--- config.mk ---
export PLATFORM = sky130hd
export DESIGN_NAME = digit_projection
export DESIGN_NICKNAME = d
export VERILOG_FILES = /design/src/rtl/digit_projection.sv
export SDC_FILE = /design/constraint.sdc
export NUM_CORES = 2
export LEC_CHECK = 0
export BUFFER_PORTS_ARGS = -buffer_cell sky130_fd_sc_hd__buf_2
export CORE_ASPECT_RATIO = 0.9
export CORE_UTILIZATION = 60
export CTS_CLUSTER_SIZE = 10
export DETAILED_ROUTE_END_ITERATION = 8
export PLACE_DENSITY = 0.81
export RECOVER_POWER = 50
export SYNTH_ARGS = -nofsm -noshare
export SYNTH_HDL_FRONTEND = slang
export SYNTH_SLANG_ARGS = --single-unit
--- constraint.sdc ---
create_clock -name clk -period 28.1 [get_ports clk]
set_input_delay 5.62 -clock clk [delete_from_list [all_inputs] [get_ports clk]]
set_output_delay 5.62 -clock clk [all_outputs]
set_load 0.01 [all_outputs]
--- src/rtl/digit_projection.sv ---
// digit_projection
// Binary projection front end of the digit recognition pipeline.
//   frame 0 : row projection, records top/bottom line of each black band
//   frame 1 : column projection inside the recorded bands, then a column scan
//   frame 2 : results held steady (project_done_flag high) for the recognizer
// Optional build macro PROJ_NOISE_FILTER_EN: runs shorter than MIN_WIDTH
// pixels/lines are discarded instead of being recorded.

module digit_projection #(
    parameter int NUM_ROW   = 1,
    parameter int NUM_COL   = 4,
    parameter int H_PIXEL   = 480,
    parameter int V_PIXEL   = 272,
    parameter int MIN_WIDTH = 3
) (
    input  logic        clk,
    input  logic        rst,
    input  logic        frame_vsync,
    input  logic        pixel_valid,
    input  logic        monoc,
    input  logic [10:0] xpos,
    input  logic [10:0] ypos,
    input  logic [10:0] row_border_addr,
    output logic [10:0] row_border_data,
    input  logic [10:0] col_border_addr,
    output logic [10:0] col_border_data,
    output logic [1:0]  frame_cnt,
    output logic        project_done_flag,
    output logic [3:0]  num_row,
    output logic [3:0]  num_col
);

    localparam int XW = (H_PIXEL > 1) ? $clog2(H_PIXEL) : 1;

`ifdef PROJ_NOISE_FILTER_EN
    localparam bit FILTER_EN = 1'b1;
`else
    localparam bit FILTER_EN = 1'b0;
`endif

    // A run of length L spans (end - start) == L - 1
    localparam logic [10:0] MIN_SPAN = 11'(MIN_WIDTH - 1);
    localparam logic [10:0] X_LAST   = 11'(H_PIXEL - 1);
    localparam logic [10:0] Y_LAST   = 11'(V_PIXEL - 1);
    localparam logic [10:0] X_END    = 11'(H_PIXEL);

    typedef enum logic [2:0] {
        IDLE,
        ROW_PROJ,
        COL_PROJ,
        COL_SCAN,
        DONE
    } state_t;

    state_t state;

    logic vsync_d;
    logic vsync_rise;

    logic [10:0] row_ram [2*NUM_ROW];
    logic [10:0] col_ram [2*NUM_COL];

    logic [H_PIXEL-1:0] col_black;

    logic        line_black;
    logic        row_prev;
    logic [10:0] row_top;
    logic        col_prev;
    logic [10:0] col_left;
    logic [10:0] scan_x;

    logic        restart;
    logic        in_band;

    logic        row_eol;
    logic        row_cur;
    logic        row_last;
    logic        row_start;
    logic        row_end;
    logic        row_space;
    logic        row_commit;
    logic [10:0] row_run_top;
    logic [10:0] row_run_bot;

    logic        col_step;
    logic        col_cur;
    logic        col_last;
    logic        col_start;
    logic        col_end;
    logic        col_space;
    logic        col_commit;
    logic [10:0] col_run_left;
    logic [10:0] col_run_right;

    // Registered vsync edge detector; the FSM acts one cycle after the edge is sampled
    always_ff @(posedge clk or posedge rst) begin
        if (rst) begin
            vsync_d    <= 1'b0;
            vsync_rise <= 1'b0;
        end else begin
            vsync_d    <= frame_vsync;
            vsync_rise <= frame_vsync & ~vsync_d;
        end
    end

    // A new projection cycle starts from IDLE, from an aborted scan, or after the recognition frame
    always_comb begin
        restart = vsync_rise &&
                  ((state == IDLE) || (state == COL_SCAN) ||
                   ((state == DONE) && (frame_cnt == 2'd2)));
    end

    // Line lies inside one of the bands recorded during row projection
    always_comb begin
        in_band = 1'b0;
        for (int k = 0; k < NUM_ROW; k++) begin
            if ((int'(num_row) > k) &&
                (ypos >= row_ram[2*k]) && (ypos <= row_ram[2*k+1])) begin
                in_band = 1'b1;
            end
        end
    end

    // Row run detection, evaluated at the last valid pixel of each line
    always_comb begin
        row_eol     = (state == ROW_PROJ) && !vsync_rise && pixel_valid && (xpos == X_LAST);
        row_cur     = line_black | ~monoc;
        row_last    = (ypos == Y_LAST);
        row_start   = row_cur && !row_prev;
        row_run_top = row_start ? ypos : row_top;
        row_run_bot = Y_LAST;
        row_end     = 1'b0;
        if (row_prev && !row_cur) begin
            row_end     = 1'b1;
            row_run_bot = ypos - 11'd1;
        end else if (row_cur && row_last) begin
            row_end = 1'b1;
        end
        row_space  = (int'(num_row) < NUM_ROW);
        row_commit = row_eol && row_end && row_space &&
                     (!FILTER_EN || ((row_run_bot - row_run_top) >= MIN_SPAN));
    end

    // Column run detection, one bitmap position per scan cycle
    always_comb begin
        col_step = (state == COL_SCAN) && !vsync_rise && (scan_x < X_END);
        col_cur  = 1'b0;
        if (scan_x < X_END) begin
            col_cur = col_black[scan_x[XW-1:0]];
        end
        col_last      = (scan_x == X_LAST);
        col_start     = col_cur && !col_prev;
        col_run_left  = col_start ? scan_x : col_left;
        col_run_right = X_LAST;
        col_end       = 1'b0;
        if (col_prev && !col_cur) begin
            col_end       = 1'b1;
            col_run_right = scan_x - 11'd1;
        end else if (col_cur && col_last) begin
            col_end = 1'b1;
        end
        col_space  = (int'(num_col) < NUM_COL);
        col_commit = col_step && col_end && col_space &&
                     (!FILTER_EN || ((col_run_right - col_run_left) >= MIN_SPAN));
    end

    // Phase FSM with the run trackers, counters and the done flag
    always_ff @(posedge clk or posedge rst) begin
        if (rst) begin
            state             <= IDLE;
            frame_cnt         <= 2'd0;
            project_done_flag <= 1'b0;
            num_row           <= 4'd0;
            num_col           <= 4'd0;
            line_black        <= 1'b0;
            row_prev          <= 1'b0;
            row_top           <= 11'd0;
            col_prev          <= 1'b0;
            col_left          <= 11'd0;
            scan_x            <= 11'd0;
        end else if (restart) begin
            state             <= ROW_PROJ;
            frame_cnt         <= 2'd0;
            project_done_flag <= 1'b0;
            num_row           <= 4'd0;
            num_col           <= 4'd0;
            line_black        <= 1'b0;
            row_prev          <= 1'b0;
            col_prev          <= 1'b0;
            scan_x            <= 11'd0;
        end else begin
            case (state)
                IDLE: begin
                    state <= IDLE;
                end
                ROW_PROJ: begin
                    if (vsync_rise) begin
                        state     <= COL_PROJ;
                        frame_cnt <= 2'd1;
                    end else if (row_eol) begin
                        line_black <= 1'b0;
                        row_prev   <= row_cur && !row_last;
                        if (row_start) begin
                            row_top <= ypos;
                        end
                        if (row_commit) begin
                            num_row <= num_row + 4'd1;
                        end
                    end else if (pixel_valid && !monoc) begin
                        line_black <= 1'b1;
                    end
                end
                COL_PROJ: begin
                    if (pixel_valid && (xpos == X_LAST) && (ypos == Y_LAST)) begin
                        state    <= COL_SCAN;
                        scan_x   <= 11'd0;
                        col_prev <= 1'b0;
                    end
                end
                COL_SCAN: begin
                    if (col_step) begin
                        scan_x   <= scan_x + 11'd1;
                        col_prev <= col_cur;
                        if (col_start) begin
                            col_left <= scan_x;
                        end
                        if (col_commit) begin
                            num_col <= num_col + 4'd1;
                        end
                    end else begin
                        state             <= DONE;
                        project_done_flag <= 1'b1;
                    end
                end
                DONE: begin
                    if (vsync_rise) begin
                        frame_cnt <= 2'd2;
                    end
                end
                default: begin
                    state <= IDLE;
                end
            endcase
        end
    end

    // Column bitmap: black pixels inside a recorded band mark their column
    always_ff @(posedge clk or posedge rst) begin
        if (rst) begin
            col_black <= '0;
        end else if (restart) begin
            col_black <= '0;
        end else if ((state == COL_PROJ) && pixel_valid && !monoc &&
                     (xpos < X_END) && in_band) begin
            col_black[xpos[XW-1:0]] <= 1'b1;
        end
    end

    // Border RAMs, written on the edge that closes an accepted run
    always_ff @(posedge clk or posedge rst) begin
        if (rst) begin
            for (int i = 0; i < 2*NUM_ROW; i++) begin
                row_ram[i] <= 11'd0;
            end
            for (int i = 0; i < 2*NUM_COL; i++) begin
                col_ram[i] <= 11'd0;
            end
        end else begin
            if (row_commit) begin
                for (int k = 0; k < NUM_ROW; k++) begin
                    if (num_row == 4'(k)) begin
                        row_ram[2*k]   <= row_run_top;
                        row_ram[2*k+1] <= row_run_bot;
                    end
                end
            end
            if (col_commit) begin
                for (int k = 0; k < NUM_COL; k++) begin
                    if (num_col == 4'(k)) begin
                        col_ram[2*k]   <= col_run_left;
                        col_ram[2*k+1] <= col_run_right;
                    end
                end
            end
        end
    end

    // Combinational RAM reads; addresses past the table read 0
    always_comb begin
        row_border_data = 11'd0;
        for (int i = 0; i < 2*NUM_ROW; i++) begin
            if (row_border_addr == 11'(i)) begin
                row_border_data = row_ram[i];
            end
        end
        col_border_data = 11'd0;
        for (int i = 0; i < 2*NUM_COL; i++) begin
            if (col_border_addr == 11'(i)) begin
                col_border_data = col_ram[i];
            end
        end
    end

endmodule

* After elaboration in Yosys (flattened, before gate mapping)
Cells that the tools add are included.
** Cells by class
- $lt $le $gt $ge :: 10
- Bitwise logic cells :: 7
- Reductions and logical operators :: 67
- Add/subtract/negate cells :: 5
- Muxes and demuxes :: 64
- Equality and inequality tests :: 27
** Operators by type and width (count)
- two-way mux 480 bit :: 2
- OR 480 bit :: 1
- two-way mux 11 bit :: 17
- == test 11 x 3 -> 1 bit (second input constant) :: 4
- two-way mux 4 bit :: 9
- == test 11 x 9 -> 1 bit (second input constant) :: 3
- logical AND 1 bit :: 28
- two-way mux 1 bit :: 23
- == test 11 x 1 -> 1 bit (second input constant) :: 2
- == test 11 x 2 -> 1 bit (second input constant) :: 2
- logical NOT 11 bit :: 2
- < comparator 11 x 9 -> 1 bit (second input constant) :: 2
- case mux 11 bit (2 select lines) :: 1
- subtractor 11 x 1 -> 11 bit (second input constant) :: 2
- < comparator 9 x 10 -> 1 bit (second input constant) :: 2
- AND reduction 3 bit :: 6
- inequality test 3 bit (second input constant) :: 5
- nonzero test 2 bit :: 7
- two-way mux 3 bit :: 4
- case mux 3 bit (4 select lines) :: 1
- AND reduction 2 bit :: 6
- AND reduction 4 bit :: 3
- adder 11 x 1 -> 11 bit (second input constant) :: 1
- greater-or-equal comparator 11 bit :: 1
- 27 further kinds :: 46
** Word-level totals
- Word-level logic and storage cells :: 204
- Flip-flop bits (word level) :: 642
- Bits of input ports :: 49

* Logic depth before layout (Yosys ltp)
- Depth in word-level cells :: 12
- Mapped depth :: 16

* Least setup slack after synthesis
No wires, ideal clock.
- Kind :: input -> output
- From :: input port col_border_addr[4]
- To :: output port col_border_data[8]
- Stages on the path :: 7
- Slack :: 15463 ps
- Required time :: 22480 ps
- Arrival :: 7017 ps
- Path through :: nor4_1 -> nand3b_1 -> nor2_1 -> a22oi_1 -> o21ai_0 -> a221o_1 -> mux2_2
** Between the ends
- Longest elaborated chain between the ends :: 9
** Ends and longest elaborated chain
- start, declared :: line 25 : input logic [10:0] col_border_addr,
- logical NOT 11 bit :: line 298 : if (col_border_addr == 11'(i)) begin
- two-way mux 11 bit (7 in series) :: line 298
- two-way mux 11 bit * :: line 298
- end, declared :: line 26 : output logic [10:0] col_border_data,
Every way passes the cells marked *; elsewhere a longest branch is shown, timed or not.

* Worst setup path in the final report
- From :: input port col_border_addr[9]
- To :: output port col_border_data[7]
The elaborated chain is that of the path after synthesis.

==> run summary <==
CTS
* 0 — Post CTS Setup Buffer Count
* 3 — H-Tree Level Count
* 3 — clock tree buffer depth
* 642 — clock net sink count
* 0.05 ns — clock slew at reported path FFs
* yes — TritonCTS clock tree
* sky130_fd_sc_hd__clkbuf_16 — clock root cell
* 0.63 ns — clk_lat worst skew
* 0 — count of cells resized by post-cts repair
* 74 — number of clock buffers inserted by TritonCTS
* 0 — cts hold-fix bufs

Route
* 3433 — First DRT Iteration DRCs
* 6 — total iterations of the first detailed-routing run
* 0 — count of unresolved DRC violations after routing
* 22.3 um — routed length per placed instance
* 6.46 — number of vias per cell after detailed routing
* 25700 — Vias
* 89.0 mm — wirelength, routed
* 0 — Post-DRT Antenna Nets

Power and ir drop
* 14.7 nW — static leakage
* 66.2 nW/um2 — ratio of total power to cell area
* 0.0577 mV — peak supply drop

Setup path
* primary input — type of element launching the critical path
* col_ram[7]$_DFFE_PP0P_ — worst flop-to-flop path endpoint
* sky130_fd_sc_hd__nor3_1 — slowest cell on the critical path
* 22.48 ns — required time at the endpoint of the critical path
* 1.10 ns — highest cell delay on the worst timing path
* sky130_fd_sc_hd__buf_2 — crit-path most repeated cell
* 8.12 ns — critical path arrival
* primary input to output port — Worst Path Class, Setup
* scan_x[0]$_DFFE_PP0P_ — reg-to-reg critical path startpoint
* 9 — Max Fanout on Critical Path
* 13 — depth of the most critical reg-to-reg path
* buf_2 -> nor4_1 -> nand3b_1 -> nor3_1 -> a22oi_1 -> nand4_1 -> buf_2 — cell-by-cell listing of the critical path
* 2 — count of buffering cells on the critical path with inverters included
* 14.97 ns — reg-to-reg slack, setup
* output port — crit end category
* simple AND/OR/NAND/NOR gates — largest delay contributor family on the critical path

Global routing
* 141 mm — global-route wire length before repair
* 25800 — via count of the first global-routing pass
* 0 — GRT overflow
* 33.3% — GRT Resource Usage Total
* 5 — antenna violations before repair
* 327 — largest net degree at the start of global routing

Die
* 82 — I/O pin count
* 52100 um2 — core region area
* 245 um — die extent in x
* 221 um — Die Span Y
* 54100 um2 — die area
* 61.3% — Initial Util
* 79 — standard-cell row count

Layout
* 3361 — number of nets in the finished design
* 7.15% — Layout Area Growth over Synthesis
* 4003 — number of inserted filler cells in the final layout
* 10.8% — fraction of final layout cells with drive strength greater than 1
* 65.7% — share of the core filled with cells
* 34200 um2 — area of all placed cells without fillers

STA
* 13.74 ns — Period minus WS final
* 0 — setup violators final
* 6.15 ns — slew at the pin closest to its max-slew limit
* 14.36 ns — PnR worst setup slack
* 0 ns — total negative setup slack
* -312% — worst slew margin relative to its limit
* 0.0275 ns — worst clock skew
* 0 — Final Hold Vio Count
* 72.8 MHz — fmax
* 48.9% — Final Cycle Share
* 679 — final number of max-transition violations
* false — unrepaired setup endpoints after global routing
* 0.416 ns — final-layout worst hold slack

Placed design
* 32600 um2 — Placed Instance Area
* 0.893 — gp weighted congestion
* 81 — number of I/O port buffers
* 14.49 ns — post-placement worst setup slack
* 53.8 mm — HPWL after detailed placement

Synthesis
* 0 — number of warnings reported in the yosys synthesis log
* 31900 um2 — total standard cell area after synthesis
* 50.3% — top-area cell type share of the netlist area
* sky130_fd_sc_hd__dfrtp_1 (50%), sky130_fd_sc_hd__nand2_1 (12%), sky130_fd_sc_hd__o21ai_0 (8.2%) — Area contributors post-synth
* 0 — Post-synth EDFFs
* 50.3% — portion of the post-synthesis area used by sequential elements
* 66 — post-synthesis cell type count
* 642 — number of synthesized register bits
* sky130_fd_sc_hd__nand2_1 (1030), sky130_fd_sc_hd__dfrtp_1 (642), sky130_fd_sc_hd__o21ai_0 (522) — Synth top cells by count
* 100% — Post-synth ARST share
* sky130_fd_sc_hd__nand2_1 — dominant cell by count in the synthesized netlist
* 3331 — Mapped Cells
* 9.58 um2 — Mean Syn Cell Area
* 3413 — Post-Synthesis Net Count
* sky130_fd_sc_hd__dfrtp_1 — ys flop type
* sky130_fd_sc_hd__dfrtp_1 — dominant cell type by area after synthesis

Worst hold path
* vsync_rise$_DFF_PP0_ — WHS Endpoint
* 1 — worst hold stages
* register to register — hold crit path type
* vsync_d$_DFF_PP0_ — beginning of the worst hold path

Status
* max-capacitance violations, max-slew violations — violations in the final reports
* finished, violations left — outcome

Job
* 9 — total of max-cap violations

## kinds of logic (layout without fill, tap and decap cells)
kind of cell | count (synthesis) | after routing | synth area share (%)
multiplexers | 306 | 306 | 14.3
other | 0 | 4 | 0
AO/OA/AOI/OAI | 716 | 716 | 12.6
AND/OR/NAND/NOR | 1311 | 1311 | 16.7
flip-flops | 642 | 642 | 50.3
buffers and inverters | 304 | 264 | 4.27
adder cells (fa/ha/maj) | 33 | 33 | 1.29
XOR/XNOR | 19 | 19 | 0.521
## cell usage in the layout (no fill, tap or decap), drive strengths merged, types with 4 or more instances in the layout
master and count:
inv 50, nor2b 12, nand4 17, ha 33, nand3b 5, nor3 54
o21a 15, and2 9, o31ai 4, clkbuf 106, dfrtp 642, a22oi 93
xor2 11, nand2b 12, a211oi 8, buf 107, xnor2 8, a31oi 9
or3 13, mux2 111, diode 4, nand3 31, a21oi 37, nand2 1034
a22o 5, and3 4, mux4 88, nor4 11, nor2 100, o21ai 524
mux2i 107
## per-layer routing
layer,GRT usage [%],wire (um),vias to the layer above
met5,0,19,-
met4,15.0,4050,2
met3,8.93,9670,352
met2,51.8,41300,1441
met1,43.8,33900,12700
li1,-,-,11200
## area by class of cell
cell class	count	area, um2	area share (%)
Multi-Input combinational cell	2385	14300	42.0
Inverter	49	185	0.541
Clock inverter	2	17.5	0.0512
Sequential cell	642	16100	47.0
Timing Repair Buffer	127	731	2.14
Tap cell	688	861	2.52
Antenna cell	4	10.0	0.0293
Clock buffer	86	1980	5.79
## flip-flops by register name (all words and copies together), names as in the netlist, 2 cells and up
| signal | count |
|---|---|
| row_ram | 22 |
| frame_cnt | 2 |
| num_col | 4 |
| col_black | 480 |
| col_left | 11 |
| scan_x | 11 |
| col_ram | 88 |
| state | 3 |
| row_top | 11 |
| num_row | 4 |
## worst reg2reg max path, cell delays in order (launching register included)
cell and delay [ns]:
sky130_fd_sc_hd__dfrtp_1 1.56, sky130_fd_sc_hd__clkbuf_1 1.89, sky130_fd_sc_hd__clkbuf_1 2.74, sky130_fd_sc_hd__clkbuf_1 1.97, sky130_fd_sc_hd__mux4_2 0.72, sky130_fd_sc_hd__a22oi_1 0.28
sky130_fd_sc_hd__a211oi_1 0.12, sky130_fd_sc_hd__nor4_1 0.58, sky130_fd_sc_hd__nor3_1 0.12, sky130_fd_sc_hd__a211oi_1 0.63, sky130_fd_sc_hd__a31oi_4 0.08, sky130_fd_sc_hd__o21ai_0 0.71
sky130_fd_sc_hd__nand2_1 0.95, sky130_fd_sc_hd__mux2_1 0.64
## through the flow
step                cells  power (mW)
floorplan            3331        1.32
global placement     3891        1.41
detailed placement   3891        1.42
CTS                  3979        2.27
global route         3983        2.34
finish               3983        2.26
## power by group
| group | leakage, nW | switching [mW] | internal (mW) |
|---|---|---|---|
| combinational | 4.83 | 0.282 | 0.136 |
| sequential | 8.90 | 0.0389 | 0.955 |
| clock | 0.981 | 0.363 | 0.489 |
| total | 14.7 | 0.684 | 1.58 |
## worst max path at each step
stage	end	from	cells after the start	slack, ns
global placement	col_border_data[7]	col_border_addr[9]	7	14.80
global route	col_black[392]$_DFFE_PP0P_	rst	4	13.16
detailed placement	col_border_data[7]	col_border_addr[9]	7	14.49
finish	col_border_data[7]	col_border_addr[9]	7	14.36
floorplan	col_black[0]$_DFFE_PP0P_	rst	1	4.49
CTS	col_border_data[7]	col_border_addr[9]	7	14.47
Power figures use the tool's default switching activity.
